[src/rtl/apu_mixer_pkg.sv]
// apu_mixer_pkg: shared constants and FSM state type for the APU stereo mixer.
// Register indices, CTRL bit positions, mixer state enum.
package apu_mixer_pkg;

  localparam logic [2:0] MIX_REG_MVOL   = 3'd0;
  localparam logic [2:0] MIX_REG_RMASK  = 3'd1;
  localparam logic [2:0] MIX_REG_LMASK  = 3'd2;
  localparam logic [2:0] MIX_REG_CTRL   = 3'd3;
  localparam logic [2:0] MIX_REG_STATUS = 3'd4;
  localparam logic [2:0] MIX_REG_PEAK_L = 3'd5;
  localparam logic [2:0] MIX_REG_PEAK_R = 3'd6;

  localparam int CTRL_MASTER_EN = 7;
  localparam int CTRL_OVERRUN   = 6;

  typedef enum logic [1:0] {
    MIX_IDLE,
    MIX_ACCUM,
    MIX_SCALE
  } mix_state_t;

endpackage

[src/rtl/apu_mix_regs.sv]
// apu_mix_regs: CPU register bank (MVOL/RMASK/LMASK/CTRL/STATUS), rdata mux,
// sticky overrun, optional peak meters (MIXER_PEAK_EN). Outputs carry same-cycle writes.
module apu_mix_regs
  import apu_mixer_pkg::*;
#(
  parameter int NUM_CH = 4
`ifdef MIXER_PEAK_EN
  ,
  parameter int OUT_W = 9
`endif
) (
  input  logic              clk,
  input  logic              reset,
  input  logic              cpu_en,
  input  logic              sel,
  input  logic              write,
  input  logic [2:0]        reg_addr,
  input  logic [7:0]        wdata,
  input  logic [NUM_CH-1:0] length_plays,
  input  logic              overrun_set,
`ifdef MIXER_PEAK_EN
  input  logic              sample_valid,
  input  logic [OUT_W-1:0]  sound_l,
  input  logic [OUT_W-1:0]  sound_r,
`endif
  output logic [7:0]        rdata,
  output logic [2:0]        vol_l,
  output logic [2:0]        vol_r,
  output logic [NUM_CH-1:0] rmask,
  output logic [NUM_CH-1:0] lmask,
  output logic              master_en
);

  logic              wr_en;
  logic [7:0]        mvol_q, mvol_d;
  logic [NUM_CH-1:0] rmask_q, rmask_d;
  logic [NUM_CH-1:0] lmask_q, lmask_d;
  logic              master_en_q, master_en_d;
  logic              overrun_q, overrun_d;

  assign wr_en = write & sel & cpu_en;

  always_comb begin
    mvol_d      = mvol_q;
    rmask_d     = rmask_q;
    lmask_d     = lmask_q;
    master_en_d = master_en_q;
    overrun_d   = overrun_q;
    if (wr_en) begin
      case (reg_addr)
        MIX_REG_MVOL:  mvol_d  = wdata;
        MIX_REG_RMASK: rmask_d = wdata[NUM_CH-1:0];
        MIX_REG_LMASK: lmask_d = wdata[NUM_CH-1:0];
        MIX_REG_CTRL: begin
          master_en_d = wdata[CTRL_MASTER_EN];
          overrun_d   = 1'b0;
        end
        default: ;
      endcase
    end
    // a new overrun beats a clearing write in the same cycle
    if (overrun_set) overrun_d = 1'b1;
  end

  always_ff @(posedge clk or posedge reset) begin
    if (reset) begin
      mvol_q      <= '0;
      rmask_q     <= '0;
      lmask_q     <= '0;
      master_en_q <= 1'b0;
      overrun_q   <= 1'b0;
    end else begin
      mvol_q      <= mvol_d;
      rmask_q     <= rmask_d;
      lmask_q     <= lmask_d;
      master_en_q <= master_en_d;
      overrun_q   <= overrun_d;
    end
  end

  // forwarded values: a write lands in the datapath the cycle it is issued
  assign vol_l     = mvol_d[6:4];
  assign vol_r     = mvol_d[2:0];
  assign rmask     = rmask_d;
  assign lmask     = lmask_d;
  assign master_en = master_en_d;

`ifdef MIXER_PEAK_EN
  logic             rd_en;
  logic [OUT_W-1:0] peak_l_q, peak_l_d;
  logic [OUT_W-1:0] peak_r_q, peak_r_d;

  assign rd_en = sel & cpu_en & ~write;

  always_comb begin
    peak_l_d = peak_l_q;
    peak_r_d = peak_r_q;
    if (rd_en && reg_addr == MIX_REG_PEAK_L) peak_l_d = '0;
    if (rd_en && reg_addr == MIX_REG_PEAK_R) peak_r_d = '0;
    if (sample_valid && sound_l > peak_l_d) peak_l_d = sound_l;
    if (sample_valid && sound_r > peak_r_d) peak_r_d = sound_r;
  end

  always_ff @(posedge clk or posedge reset) begin
    if (reset) begin
      peak_l_q <= '0;
      peak_r_q <= '0;
    end else begin
      peak_l_q <= peak_l_d;
      peak_r_q <= peak_r_d;
    end
  end
`endif

  always_comb begin
    rdata = '0;
    if (sel) begin
      case (reg_addr)
        MIX_REG_MVOL:   rdata = mvol_q;
        MIX_REG_RMASK:  rdata = 8'(rmask_q);
        MIX_REG_LMASK:  rdata = 8'(lmask_q);
        MIX_REG_CTRL:   rdata = {master_en_q, overrun_q, 6'b0};
        MIX_REG_STATUS: rdata = 8'(length_plays & {NUM_CH{master_en_q}});
`ifdef MIXER_PEAK_EN
        MIX_REG_PEAK_L: rdata = peak_l_q[OUT_W-1 -: 8];
        MIX_REG_PEAK_R: rdata = peak_r_q[OUT_W-1 -: 8];
`endif
        default:        rdata = '0;
      endcase
    end
  end

endmodule

[src/rtl/apu_stereo_mixer_seq.sv]
// apu_stereo_mixer_seq: sequential stereo mixer, one channel per clock, then scale+saturate.
// Ports: CPU reg bus (cpu_en/sel/reg_addr/wdata/write/rdata), waves/ch_off/length_plays,
// sample_en in; sound_r/sound_l/sample_valid/busy out. Peak meters with MIXER_PEAK_EN.
module apu_stereo_mixer_seq
  import apu_mixer_pkg::*;
#(
  parameter int NUM_CH = 4,
  parameter int WAVE_W = 4,
  parameter int OUT_W  = 9
) (
  input  logic                     clk,
  input  logic                     reset,
  input  logic                     cpu_en,
  input  logic                     sample_en,
  input  logic                     sel,
  input  logic [2:0]               reg_addr,
  input  logic [7:0]               wdata,
  input  logic                     write,
  output logic [7:0]               rdata,
  input  logic [NUM_CH*WAVE_W-1:0] waves,
  input  logic [NUM_CH-1:0]        length_plays,
  input  logic [NUM_CH-1:0]        ch_off,
  output logic [OUT_W-1:0]         sound_r,
  output logic [OUT_W-1:0]         sound_l,
  output logic                     sample_valid,
  output logic                     busy
);

  localparam int ACC_W  = WAVE_W + $clog2(NUM_CH + 1);
  localparam int IDX_W  = (NUM_CH > 1) ? $clog2(NUM_CH) : 1;
  localparam int PROD_W = ACC_W + 4;
  localparam int WIDE_W = ((PROD_W > OUT_W) ? PROD_W : OUT_W) + 1;

  mix_state_t        state_q, state_d;
  logic [IDX_W-1:0]  idx_q, idx_d;
  logic [ACC_W-1:0]  acc_r_q, acc_r_d;
  logic [ACC_W-1:0]  acc_l_q, acc_l_d;
  logic [OUT_W-1:0]  sound_r_q, sound_r_d;
  logic [OUT_W-1:0]  sound_l_q, sound_l_d;
  logic              valid_q, valid_d;
  logic              overrun_set;
  logic [WAVE_W-1:0] wave_cur;
  logic [2:0]        vol_l, vol_r;
  logic [NUM_CH-1:0] rmask, lmask;
  logic              master_en;

  function automatic logic [OUT_W-1:0] scale_sat(
    input logic [ACC_W-1:0] acc,
    input logic [2:0]       vol
  );
    logic [WIDE_W-1:0] prod;
    prod = WIDE_W'(acc) * WIDE_W'({1'b0, vol} + 4'd1);
    if (prod > WIDE_W'({OUT_W{1'b1}})) return '1;
    return prod[OUT_W-1:0];
  endfunction

  assign wave_cur = waves[idx_q*WAVE_W +: WAVE_W];

  always_comb begin
    state_d     = state_q;
    idx_d       = idx_q;
    acc_r_d     = acc_r_q;
    acc_l_d     = acc_l_q;
    sound_r_d   = sound_r_q;
    sound_l_d   = sound_l_q;
    valid_d     = 1'b0;
    overrun_set = 1'b0;
    unique case (state_q)
      MIX_IDLE: begin
        if (sample_en) begin
          acc_r_d = '0;
          acc_l_d = '0;
          idx_d   = '0;
          state_d = MIX_ACCUM;
        end
      end
      MIX_ACCUM: begin
        if (!ch_off[idx_q]) begin
          if (rmask[idx_q]) acc_r_d = acc_r_q + ACC_W'(wave_cur);
          if (lmask[idx_q]) acc_l_d = acc_l_q + ACC_W'(wave_cur);
        end
        if (sample_en) overrun_set = 1'b1;
        if (idx_q == IDX_W'(NUM_CH - 1)) state_d = MIX_SCALE;
        else idx_d = idx_q + IDX_W'(1);
      end
      MIX_SCALE: begin
        sound_r_d = master_en ? scale_sat(acc_r_q, vol_r) : '0;
        sound_l_d = master_en ? scale_sat(acc_l_q, vol_l) : '0;
        valid_d   = 1'b1;
        state_d   = MIX_IDLE;
        // a start request on the way back to idle is taken, not an overrun
        if (sample_en) begin
          acc_r_d = '0;
          acc_l_d = '0;
          idx_d   = '0;
          state_d = MIX_ACCUM;
        end
      end
      default: state_d = MIX_IDLE;
    endcase
  end

  always_ff @(posedge clk or posedge reset) begin
    if (reset) begin
      state_q   <= MIX_IDLE;
      idx_q     <= '0;
      acc_r_q   <= '0;
      acc_l_q   <= '0;
      sound_r_q <= '0;
      sound_l_q <= '0;
      valid_q   <= 1'b0;
    end else begin
      state_q   <= state_d;
      idx_q     <= idx_d;
      acc_r_q   <= acc_r_d;
      acc_l_q   <= acc_l_d;
      sound_r_q <= sound_r_d;
      sound_l_q <= sound_l_d;
      valid_q   <= valid_d;
    end
  end

  assign sound_r      = sound_r_q;
  assign sound_l      = sound_l_q;
  assign sample_valid = valid_q;
  assign busy         = (state_q != MIX_IDLE);

  apu_mix_regs #(
    .NUM_CH(NUM_CH)
`ifdef MIXER_PEAK_EN
    ,
    .OUT_W(OUT_W)
`endif
  ) u_regs (
    .clk         (clk),
    .reset       (reset),
    .cpu_en      (cpu_en),
    .sel         (sel),
    .write       (write),
    .reg_addr    (reg_addr),
    .wdata       (wdata),
    .length_plays(length_plays),
    .overrun_set (overrun_set),
`ifdef MIXER_PEAK_EN
    .sample_valid(valid_q),
    .sound_l     (sound_l_q),
    .sound_r     (sound_r_q),
`endif
    .rdata       (rdata),
    .vol_l       (vol_l),
    .vol_r       (vol_r),
    .rmask       (rmask),
    .lmask       (lmask),
    .master_en   (master_en)
  );

endmodule

[config.mk]
export PLATFORM = sky130hd
export DESIGN_NAME = apu_stereo_mixer_seq
export DESIGN_NICKNAME = d
export VERILOG_FILES = /design/src/rtl/apu_mixer_pkg.sv /design/src/rtl/apu_mix_regs.sv /design/src/rtl/apu_stereo_mixer_seq.sv
export SDC_FILE = /design/constraint.sdc
export NUM_CORES = 1
export LEC_CHECK = 0
export BUFFER_PORTS_ARGS = -buffer_cell sky130_fd_sc_hd__clkbuf_2
export CAP_MARGIN = 40
export CORE_ASPECT_RATIO = 0.9
export CORE_MARGIN = 2
export CORE_UTILIZATION = 35
export DETAILED_ROUTE_END_ITERATION = 10
export PLACE_DENSITY = 0.6
export SYNTH_ARGS = -nofsm -noshare
export SYNTH_HDL_FRONTEND = slang
export SYNTH_SLANG_ARGS = --single-unit
[constraint.sdc]
create_clock -name clk -period 7.72 [get_ports clk]
set_input_delay 0.386 -clock clk [delete_from_list [all_inputs] [get_ports clk]]
set_output_delay 0.386 -clock clk [all_outputs]
set_load 0.01 [all_outputs]
==> run summary <==
* Post-DP HPWL: 9150 µm
* clock insertion delay at the later pin of the skew report: 310 ps
* CTS Root Cell: sky130_fd_sc_hd__clkbuf_16
* global placer's final weighted congestion: 0.876
* post-synthesis net count: 623
* all-layer global routing usage: 0.155
* post-synthesis instance total: 519
* worst-case register-to-register setup slack: 2440 ps
* aggregate negative setup slack: 0 ps
* most frequent standard cell in the layout excluding fill and tap cells: sky130_fd_sc_hd__clkbuf_2
* GR Overflow Total: 0
* maximum single-stage delay on the critical path: 710 ps
* power per cell area: 271 mW/mm²
* worst rel slew slack: 0.392
* sequential element share of the synthesized area: 0.278
* filler cell count: 1384
* # H-tree levels: 2
* Top-Level Pins: 69
* initial cell density of the core: 0.356
* Crit Reg-Reg Endpoint: sound_r[0]
* via count of the first global-routing pass: 3801
* run status: complete, no violations
* cell-by-cell trace of the critical path: clkbuf_2 > nor4b_2 > nor2b_1 > mux2i_2 > inv_1 > ha_1 > xnor2_2 > nand2_1 > fa_1 > inv_1 > fa_1 > ha_1 > a211oi_1 > o21bai_1 > or3_1 > a31oi_1 > a211oi_1 > a211oi_1
* R2R Path Start: u_regs.mvol_q[0]
* Post-route DRC: 0
* nature of the critical path endpoint: register
* Data required, critical path: 7920 ps
* total clock sinks: 55
* total core area: 0.0139 mm²
* Area Overhead vs Synth: 13.2%
* Via-to-Cell Ratio: 5.18
* number of enable flip-flop cells after synthesis: 0
* number of placement rows: 41
* final hold violation count: 0
* Port Buffers: 68
* Net count, final: 682
* family with the most delay on the worst path: adder cells
* worst path arrival time: 6360 ps
* initial detailed-routing violation count: 185
* clock-pin slew on the worst setup and hold paths: 80 ps
* RSZ-0062 raised after global routing: no
* worst-case vdd ir drop: 0.119 mV
* crit path kind: input pin to register
* vias after detailed routing: 3999
* most frequently used flop master after synthesis: sky130_fd_sc_hd__dfrtp_1
* total CTS buffers: 5
* die boundary height: 117 µm
* final critical delay including setup and external delays: 6160 ps
* share of post-route cells with drive strength above 1: 0.219
* initial antenna violation count: 0
* # Max-Cap Violations: 0
* total inserted antenna cells: 0
* pre-CTS setup slack: 1300 ps
* number of iterations in the first detailed-routing pass: 4
* CTS tree: done
* number of warnings issued by yosys: 0
* setup violation total in the final timing report: 0
* cell repeated most along the worst path: sky130_fd_sc_hd__a211oi_1
* setup ws final: 1560 ps
* Max Slew Vio Count: 0
* pin count of the biggest net entering global routing: 56
* class of the most critical hold timing path: input pin to asynchronous set/reset pin
* async set-reset flop share out of synthesis: 1.00
* number of flip-flops and latches in the synthesized netlist: 55
* most used cells in the layout excluding fill and tap cells: 68 x sky130_fd_sc_hd__clkbuf_2, 55 x sky130_fd_sc_hd__dfrtp_1, 52 x sky130_fd_sc_hd__nand2_1, 50 x sky130_fd_sc_hd__inv_1, 41 x sky130_fd_sc_hd__ha_1
* Synth Area per Inst: 9.52 µm²
* part of the cycle the worst path needs: 0.798
* highest-delay cell along the critical path: sky130_fd_sc_hd__a31oi_1
* critical path buffer and inverter count: 3
* summed instance area of the synthesized netlist: 0.00494 mm²
* Max Clk Rate: 0.162 GHz
* number of unique standard cell types used by synthesis: 58
* crit path launch type: input pin
* average detailed-routed wire length per instance: 15.0 µm
* DIE WIDTH: 129 µm
* Hold Buf Count CTS: 0
* post-CTS setup repair buffer count: 0
* maximum buffer depth of the clock tree: 2
* standby leakage power: 0.00274 µW
* Die Footprint: 0.0151 mm²
* Resize count post-CTS: 0
* ANT nets after route: 0
* Worst Path Max Fanout: 11
* wire length of the first global-routing pass: 18800 µm
* total length of routed wires: 11600 µm
* measured slew at the worst slew-check pin: 908 ps
* Register-to-Register Path Depth: 15
* Fin Clk Skew: 15.3 ps
[cell usage after synthesis, types with 6 or more instances]
cell / number / share of area
sky130_fd_sc_hd__nor4_1: 7 / 0.0089
sky130_fd_sc_hd__nor2b_1: 7 / 0.0089
sky130_fd_sc_hd__a21oi_1: 22 / 0.022
sky130_fd_sc_hd__and2_1: 32 / 0.041
sky130_fd_sc_hd__mux4_1: 6 / 0.032
sky130_fd_sc_hd__xnor2_1: 9 / 0.016
sky130_fd_sc_hd__mux2i_1: 8 / 0.016
sky130_fd_sc_hd__nand2b_1: 8 / 0.010
sky130_fd_sc_hd__clkbuf_1: 8 / 0.0061
sky130_fd_sc_hd__mux2_2: 14 / 0.032
sky130_fd_sc_hd__nand2_1: 52 / 0.039
sky130_fd_sc_hd__ha_1: 41 / 0.10
sky130_fd_sc_hd__nor3_1: 13 / 0.013
sky130_fd_sc_hd__a211oi_1: 14 / 0.021
sky130_fd_sc_hd__nor2_1: 21 / 0.016
sky130_fd_sc_hd__o221a_2: 9 / 0.021
sky130_fd_sc_hd__or3_1: 6 / 0.0076
sky130_fd_sc_hd__dfrtp_1: 55 / 0.28
sky130_fd_sc_hd__fa_1: 22 / 0.089
sky130_fd_sc_hd__o21ai_0: 31 / 0.031
sky130_fd_sc_hd__inv_1: 51 / 0.039
[area by class of cell]
class,count,area [µm²],share of cell area
tap,193,241,0.0432
multi-input combinational,395,3270,0.585
sequential,55,1380,0.246
inverter,51,191,0.0342
clock inverter,3,31.3,0.00559
clock buffer,5,125,0.0224
timing repair buffer,70,355,0.0635
[logic make-up after synthesis]
| kind of cell | share of synthesized area |
|---|---|
| AO/OA/AOI/OAI | 0.148 |
| XOR/XNOR | 0.0314 |
| AND/OR/NAND/NOR | 0.197 |
| multiplexers | 0.0929 |
| adder cells (fa/ha/maj) | 0.193 |
| buffers and inverters | 0.0595 |
| flip-flops | 0.278 |
[worst min-delay path, cell delays in order]
cell                       delay (ps)
sky130_fd_sc_hd__clkbuf_2          80
sky130_fd_sc_hd__inv_2             30
sky130_fd_sc_hd__buf_4            570
[how the worst max path moves through the flow]
stage	start	end	slack, ps	cells past startpoint
final	reg_addr[0]	sound_r[0]	1560	18
after global routing	reg_addr[0]	sound_r[5]	1100	18
after CTS	reg_addr[0]	sound_r[0]	1560	18
after detailed placement	reg_addr[0]	sound_r[5]	1300	18
after global placement	reg_addr[0]	sound_r[2]	1230	18
after floorplan	reg_addr[2]	sound_l[0]	2460	20
[state kept, by name (all words and copies together) (netlist names)]
signal,flops
state_q,2
acc_r_q,7
sample_valid,1
sound_r,9
u_regs.mvol_q,8
u_regs.lmask_q,4
u_regs.rmask_q,4
u_regs.master_en_q,1
acc_l_q,7
idx_q,2
sound_l,9
u_regs.overrun_q,1
[routing by layer]
metal | vias to the layer above | GRT usage | part of all wire
li1 | 1941 | - | -
met1 | 1983 | 0.216 | 0.47
met2 | 57 | 0.249 | 0.48
met3 | 18 | 0.0220 | 0.025
met4 | 0 | 0.0522 | 0.023
met5 | - | 0 | 0
[power by group]
part | internal, µW | total, µW | switching (µW)
Combinational | 359 | 783 | 425
Clock | 127 | 246 | 120
Sequential | 379 | 489 | 109
[metrics by stage]
stage                      util  hold WS, ps  cell area, µm²  total power (µW)  instances
after CTS                 0.402          297            5590              1540        772
after detailed placement  0.391          503            5440              1290        764
after global routing      0.402          340            5590              1670        772
final                     0.402          271            5590              1520        772
after floorplan               -          472            4940              1080        519
after global placement    0.391          518            5430              1260        763
Power figures use the tool's default switching activity.
